==> config.mk <==
export PLATFORM = sky130hd
export DESIGN_NAME = tile_sequencer_flat
export DESIGN_NICKNAME = d
export VERILOG_FILES = /design/src/rtl/tile_sequencer_if.sv /design/src/rtl/tile_sequencer.sv /design/src/flat_wrapper.sv
export SDC_FILE = /design/constraint.sdc
export NUM_CORES = 1
export LEC_CHECK = 0
export BUFFER_PORTS_ARGS = -buffer_cell sky130_fd_sc_hd__buf_2
export CORE_AREA = 2 2 54 56
export DETAILED_ROUTE_END_ITERATION = 10
export DIE_AREA = 0 0 56 58
export PLACE_DENSITY = 0.82
export SETUP_SLACK_MARGIN = 0.3
export SYNTH_ARGS = -nofsm -noshare
export SYNTH_HDL_FRONTEND = slang
export SYNTH_SLANG_ARGS = --single-unit
==> constraint.sdc <==
create_clock -name clk -period 4.75 [get_ports clk]
set_input_delay 0.2375 -clock clk [delete_from_list [all_inputs] [get_ports clk]]
set_output_delay 0.2375 -clock clk [all_outputs]
set_load 0.02 [all_outputs]
==> src/rtl/tile_sequencer_if.sv <==
// ============================================================================
// tile_sequencer_if : job request, datapath status and datapath control
//                     signals of the tile sequencer
// Revision 1.0
// ============================================================================
`default_nettype none

interface tile_sequencer_if #(
  parameter int KT_W = 8
);
  logic            start;
  logic [KT_W-1:0] num_tiles;
  logic            w_done;
  logic            if_done;
  logic            rd_nxt_inst;
  logic            clr_w;
  logic            clr_if;
  logic            w_buffer_read;
  logic            if_buffer_read;
  logic            switch;
  logic            first;
  logic            last;
  logic            busy;
  logic            done;

  // master: front end plus datapath status; slave: the sequencer itself
  modport master (
    output start, num_tiles, w_done, if_done, rd_nxt_inst,
    input  clr_w, clr_if, w_buffer_read, if_buffer_read,
           switch, first, last, busy, done
  );

  modport slave (
    input  start, num_tiles, w_done, if_done, rd_nxt_inst,
    output clr_w, clr_if, w_buffer_read, if_buffer_read,
           switch, first, last, busy, done
  );
endinterface

`default_nettype wire

==> src/rtl/tile_sequencer.sv <==
// ============================================================================
// tile_sequencer : control FSM that preloads weights, swaps them into the
//                  systolic array and streams input rows for each K-tile
// Revision 1.0
// ============================================================================
`default_nettype none

module tile_sequencer #(
  parameter int SYS_ROWS = 4,
  parameter int A_ROWS   = 6,
  parameter int KT_W     = 8
) (
  input  wire logic       clk,
  input  wire logic       rst,
  tile_sequencer_if.slave bus
);

  // The row thresholds live in the datapath; only sanity-check them here.
  generate
    if (SYS_ROWS < 1 || A_ROWS < 1 || KT_W < 1) begin : g_bad_cfg
      $error("tile_sequencer: SYS_ROWS, A_ROWS and KT_W must be at least 1");
    end
  endgenerate

  typedef enum logic [2:0] {
    S_IDLE       = 3'd0,
    S_CLR_W      = 3'd1,
    S_LOAD_W     = 3'd2,
    S_SWITCH     = 3'd3,
    S_CLR_STREAM = 3'd4,
    S_STREAM     = 3'd5,
    S_DRAIN      = 3'd6,
    S_DONE       = 3'd7
  } state_t;

  state_t          r_state;
  logic [KT_W-1:0] r_k;
  logic [KT_W-1:0] r_tile;
  logic            r_preload;

  logic w_last_tile;
  logic w_next_pre;
  logic w_stream_exit;

  assign w_last_tile   = (r_tile == (r_k - KT_W'(1)));
  // Extended by one bit so tile+1 cannot wrap in the compare.
  assign w_next_pre    = (({1'b0, r_tile} + {{KT_W{1'b0}}, 1'b1}) < {1'b0, r_k});
  assign w_stream_exit = bus.if_done && (!r_preload || bus.w_done);

  always_ff @(posedge clk or negedge rst) begin
    if (!rst) begin
      r_state   <= S_IDLE;
      r_k       <= '0;
      r_tile    <= '0;
      r_preload <= 1'b0;
    end else begin
      case (r_state)
        S_IDLE: begin
          if (bus.start) begin
            r_k       <= (bus.num_tiles == '0) ? KT_W'(1) : bus.num_tiles;
            r_tile    <= '0;
            r_preload <= 1'b0;
            r_state   <= S_CLR_W;
          end
        end
        S_CLR_W:  r_state <= S_LOAD_W;
        S_LOAD_W: begin
          if (bus.w_done) r_state <= S_SWITCH;
        end
        S_SWITCH: r_state <= S_CLR_STREAM;
        S_CLR_STREAM: begin
          r_preload <= w_next_pre;
          r_state   <= S_STREAM;
        end
        S_STREAM: begin
          if (w_stream_exit) begin
            if (w_last_tile) begin
              r_state <= S_DRAIN;
            end else begin
              r_tile  <= r_tile + KT_W'(1);
              r_state <= S_SWITCH;
            end
          end
        end
        S_DRAIN: begin
          if (bus.rd_nxt_inst) r_state <= S_DONE;
        end
        S_DONE:  r_state <= S_IDLE;
        default: r_state <= S_IDLE;
      endcase
    end
  end

  // Outputs depend only on registered state plus the two counter flags.
  always_comb begin
    bus.clr_w          = 1'b0;
    bus.clr_if         = 1'b0;
    bus.w_buffer_read  = 1'b0;
    bus.if_buffer_read = 1'b0;
    bus.switch         = 1'b0;
    bus.first          = 1'b0;
    bus.last           = 1'b0;
    bus.busy           = (r_state != S_IDLE);
    bus.done           = 1'b0;
    case (r_state)
      S_CLR_W:  bus.clr_w = 1'b1;
      S_LOAD_W: bus.w_buffer_read = !bus.w_done;
      S_SWITCH: bus.switch = 1'b1;
      S_CLR_STREAM: begin
        bus.clr_if = 1'b1;
        bus.clr_w  = w_next_pre;
      end
      S_STREAM: begin
        bus.if_buffer_read = !bus.if_done;
        bus.w_buffer_read  = r_preload && !bus.w_done;
        bus.first          = (r_tile == '0);
        bus.last           = w_last_tile;
      end
      S_DONE:  bus.done = 1'b1;
      default: ;
    endcase
  end

endmodule

`default_nettype wire

==> src/flat_wrapper.sv <==
// flat-port wrapper written by rule: the top's interface ports become plain ports
module tile_sequencer_flat 
#(
  parameter int SYS_ROWS = 4,
  parameter int A_ROWS   = 6,
  parameter int KT_W     = 8
)
  (clk, rst, bus_start, bus_num_tiles, bus_w_done, bus_if_done, bus_rd_nxt_inst, bus_clr_w, bus_clr_if, bus_w_buffer_read, bus_if_buffer_read, bus_switch, bus_first, bus_last, bus_busy, bus_done);
  tile_sequencer_if #(.KT_W(KT_W)) bus_i ();
  input  wire logic clk;
  input  wire logic rst;
  input wire logic [$bits(bus_i.start)-1:0] bus_start;
  input wire logic [$bits(bus_i.num_tiles)-1:0] bus_num_tiles;
  input wire logic [$bits(bus_i.w_done)-1:0] bus_w_done;
  input wire logic [$bits(bus_i.if_done)-1:0] bus_if_done;
  input wire logic [$bits(bus_i.rd_nxt_inst)-1:0] bus_rd_nxt_inst;
  output wire logic [$bits(bus_i.clr_w)-1:0] bus_clr_w;
  output wire logic [$bits(bus_i.clr_if)-1:0] bus_clr_if;
  output wire logic [$bits(bus_i.w_buffer_read)-1:0] bus_w_buffer_read;
  output wire logic [$bits(bus_i.if_buffer_read)-1:0] bus_if_buffer_read;
  output wire logic [$bits(bus_i.switch)-1:0] bus_switch;
  output wire logic [$bits(bus_i.first)-1:0] bus_first;
  output wire logic [$bits(bus_i.last)-1:0] bus_last;
  output wire logic [$bits(bus_i.busy)-1:0] bus_busy;
  output wire logic [$bits(bus_i.done)-1:0] bus_done;
  assign bus_i.start = bus_start;
  assign bus_i.num_tiles = bus_num_tiles;
  assign bus_i.w_done = bus_w_done;
  assign bus_i.if_done = bus_if_done;
  assign bus_i.rd_nxt_inst = bus_rd_nxt_inst;
  assign bus_clr_w = bus_i.clr_w;
  assign bus_clr_if = bus_i.clr_if;
  assign bus_w_buffer_read = bus_i.w_buffer_read;
  assign bus_if_buffer_read = bus_i.if_buffer_read;
  assign bus_switch = bus_i.switch;
  assign bus_first = bus_i.first;
  assign bus_last = bus_i.last;
  assign bus_busy = bus_i.busy;
  assign bus_done = bus_i.done;
  tile_sequencer #(.SYS_ROWS(SYS_ROWS), .A_ROWS(A_ROWS), .KT_W(KT_W)) u_core (.clk(clk), .rst(rst), .bus(bus_i));
endmodule
**Yosys cells after proc, flatten, opt, wreduce, memory -nomap -nowiden**

Cells that the tools add are included.

- Add/subtract/negate cells: 3
- $mul: 0
- Div/mod/pow operators: 0
- Magnitude comparators: 1
- Equal/unequal tests: 13
- Shifts and indexed selects: 0
- Mux-type cells: 21
- Bitwise gates (word level): 0
- Reduce and logical (&&, ||, !) cells: 16

Operators by type and width:

| kind | number |
|---|---|
| 8-bit 2-to-1 mux | 4 |
| 3-bit one-hot mux with 8 select lines | 1 |
| 8-bit logical NOT | 2 |
| 8-bit one-hot mux with 2 select lines | 1 |
| 3-bit 2-to-1 mux | 5 |
| 3-bit == test, second input constant | 4 |
| 8-bit by 1-bit adder with 9-bit output, second input constant | 1 |
| 9-bit by 8-bit less-than comparator with 1-bit output | 1 |
| 8-bit by 1-bit adder with 8-bit output, second input constant | 1 |
| 8-bit == test | 1 |
| 2-bit != test, second input constant | 4 |
| 4-bit AND reduction | 2 |
| 8-bit by 1-bit subtractor with 8-bit output, second input constant | 1 |
| 1-bit 2-to-1 mux | 7 |
| 3-bit by 2-bit == test with 1-bit output, second input constant | 2 |
| 1-bit one-hot mux with 2 select lines | 3 |
| 2-bit AND reduction | 2 |
| 2-bit nonzero test | 2 |
| 3-bit by 1-bit == test with 1-bit output, second input constant | 1 |
| 1-bit logical NOT | 3 |
| 3-bit logical NOT | 1 |
| 3-bit nonzero test | 1 |
| 1-bit logical AND | 2 |
| 2-bit by 1-bit != test with 1-bit output, second input constant | 1 |
| 1-bit logical OR | 1 |

- Register bits after elaboration: 20
- Latch bits: 0
- Bits in writable memories: 0
- ROM bits: 0
- Input bits: 14
- Output and inout port bits: 9
- Word-level logic and storage cells: 58
- Memories kept: 0

**Longest topological paths before layout**

- Depth in word-level cells: 5
- Mapped depth: 9
- Depth with buffers taken out: 9

**Worst setup path after synthesis**

Ideal clock, no wire load.

- Path kind: register to output
- Start: register u_core.r_tile[0]
- End: output port bus_clr_w
- Arrival: 2.167 ns
- Setup slack: 2.345 ns
- Stages on the path, launching flop included: 10
- Cell sequence: dfrtp_1 > inv_1 > ha_1 > ha_1 > nor2b_1 > o21a_1 > o21a_1 > o21ai_0 > a21oi_1 > o21ai_0

- Longest elaborated chain between the ends: 3

Ends and longest elaborated chain:

| what | line | source |
|---|---|---|
| from (decl) | tile_sequencer.sv:38 | `logic [KT_W-1:0] r_tile;` |
| from (signal assigned) | tile_sequencer.sv:80 | `r_tile <= r_tile + KT_W'(1);` |
| 8-bit by 1-bit adder with 9-bit output | tile_sequencer.sv:47 | `assign w_next_pre = (({1'b0, r_tile} + {{KT_W{1'b0}}, 1'b1}) < {1'b0, r_k});` |
| 9-bit by 8-bit less-than comparator with 1-bit output | tile_sequencer.sv:47 |  |
| 1-bit one-hot mux with 2 select lines | tile_sequencer.sv:105 | `case (r_state)` |
| to (decl) | flat_wrapper.sv:17 | `output wire logic [$bits(bus_i.clr_w)-1:0] bus_clr_w;` |

Every way passes these cells.

**Final worst setup path**

Same ends and word-level chain as after synthesis.

==> metrics.txt <==
maximum clock insertion buffer count 2; core area about 2700 um^2; total congestion overflow 0; Max-Cap Viols 0; final setup violation count 0; # IOs 23; Post-Route WL 3.64 mm; total chip power 976 uW; Critical Path Sink Type output pin; clk slew on worst S/H paths 0.12 ns; postcts setup bufs 0; Synth top area share between 30% and 40%; Die Width approximately 56 um; TritonCTS clock tree yes; Placer Congestion ~0.88; PortBufs 22; DR WL/cell roughly 16 um; layout cells sized above 1 18.2%; Reg2Reg Setup Slack ~2.4 ns; worst clock skew 0.00223 ns; dpl cells 224; crit path DAT 2.50 ns; CTS Buf Count 3; fillers 238; fin. max-slew vios 0; Startpoint Class flip-flop; final hold viol count 0; final cell utilization of the core 64.3%; synth top area cells dfrtp_1, ha_1, nand2_1; Post-synth EDFFs 0; Setup TNS Final 0 ns; Cell Rows 19; CTS root buffer clkbuf_4; Worst VDD drop 0.000457 V; first-pass GRT wire length 6.04 mm; Critical Path Slowest Stage Cell dfrtp_1; Final Cycle Share between 50% and 60%; DP HPWL ~2.9 mm; Avg Cell Area, Syn 8.74 um^2; antenna-violating nets left 0; Max Fanout on Critical Path 5; Hold Path Stages 3; slew margin rel. 63.0%; RSZ-0062 raised after global routing false; largest net degree at the start of global routing 21; Clk Latency, worst-skew pair around 0.31 ns; Post-route DRC 0; Gate Count Post-Synth ~180; vias in the first global route roughly 1300; PD cells about 570 nW/um^2; # clock sinks 20; cells along the critical path inv_1, ha_1, ha_1, nor2b_1, o21a_1, o21a_1, o21ai_0, a21oi_1, o21ai_0, buf_2; register area share after synthesis 32.2%; Final min period 2.74 ns; Yosys reg bits 20; Syn-to-layout area delta 10.1%; Crit path required time roughly 4.5 ns; Ys Warns 0; Non-Filler Instances 229; CTS HTree Levels 1; delay of the slowest critical-path stage 0.44 ns; Leak 0.000837 uW; die height 58 um; overall routing resource usage between 20% and 30%; outcome complete, no violations; Synth cell types 45; mapped cell area ~1600 um^2; Initial Utilization 58.4%; antenna cells 0; actual slew at the worst max-slew pin ~0.56 ns; drt pass-1 iters 5; biggest area consumer among synthesized cells dfrtp_1; ys flop type dfrtp_1; ys async rst share between 90% and 100%; R2R depth 8; DR vias/cell 6.07; antenna violations before repair 0; Net Count, Synth between 200 and 250; # nets final about 220; die area 3250 um^2; Crit Path Class flip-flop to output pin; Synth top cells by count dfrtp_1, nand2_1, inv_1; drt initial violations 71; HP Class primary input to flip-flop; via count 1390; FMAX 0.365 GHz
==> area by class of cell <==
type / instances / area (um^2) / area share [%]
inverter: 16 / 60.1 / 3.51
timing repair buffer: 23 / 120 / 7.01
clock buffer: 4 / 36.3 / 2.12
multi-input combinational: 135 / 957 / 55.9
sequential: 20 / 500 / 29.2
tap: 31 / 38.8 / 2.26
==> sequential cells by signal, indices dropped and copies added (netlist names) <==
name,count
u_core.r_k,8
u_core.r_preload,1
u_core.r_state,3
u_core.r_tile,8
==> logic make-up (layout without fill, tap and decap cells) <==
group,count (synthesis),after routing,share of synthesized area (%)
adder cells (fa/ha/maj),11,11,8.85
XOR/XNOR,12,12,6.76
AND/OR/NAND/NOR,68,68,24.1
flip-flops,20,20,32.2
multiplexers,2,2,1.61
buffers and inverters,23,43,6.27
AO/OA/AOI/OAI,42,42,20.3
==> path summary, 6_finish.rpt <==
path	start	end
max	u_core.r_tile[0]	bus_clr_w
min	bus_num_tiles[6]	u_core.r_k[6]
max reg2reg	u_core.r_k[0]	u_core.r_tile[0]
min reg2reg	u_core.r_preload	u_core.r_preload
max in group asynchronous	rst	u_core.r_k[4]
min in group asynchronous	rst	u_core.r_tile[0]
==> critical path: cells and delay by family, from the launching register on <==
family / cells / cell delay, ns
adder cells (fa/ha/maj): 2 / 0.61
AND/OR/NAND/NOR: 1 / 0.13
buffers and inverters: 2 / 0.28
AO/OA/AOI/OAI: 5 / 0.73
flip-flops: 1 / 0.44
==> report_power, final <==
part	switching [uW]	internal, uW
sequential	96.4	230
clock	58.4	46.9
combinational	309	236
==> cells in the final DEF (no fill, tap or decap), types with 2 or more instances in the layout <==
cell	n
ha_1	11
clkbuf_4	3
dfrtp_1	20
inv_1	15
nor2_1	8
a21oi_1	2
a21o_1	5
nor3_1	3
nor3_2	3
nand2_1	20
nand2b_1	7
a22o_1	4
nand3_1	6
o21ai_1	2
o21a_1	2
and2_1	2
or2_1	2
o21ai_0	14
nor4_1	3
nor2b_1	4
xnor2_1	8
a2111oi_0	3
xor2_1	4
and3_1	4
buf_2	22
==> what timing repair did <==
item,4_1_cts,5_1_grt
hold buffers,1,0
gates resized for setup,0,0
endpoints found under the hold margin,20,0
==> metal layers <==
| layer | vias up | GRT usage [%] | wire length [um] |
|---|---|---|---|
| met4 | 0 | 9.18 | 79 |
| met1 | 663 | 31.2 | 1580 |
| met2 | 53 | 41.2 | 1770 |
| li1 | 665 | - | - |
| met5 | - | 0 | 0 |
| met3 | 9 | 2.01 | 215 |
==> stage by stage <==
stage	instance area, um^2	setup slack, ns	hold slack, ns
floorplan	1560	2.35	-0.0581
global placement	1670	2.43	0.204
detailed placement	1670	2.37	0.216
CTS	1710	2.01	0.138
global route	1710	1.86	0.152
finish	1710	2.01	0.138
Power figures use the tool's default switching activity.
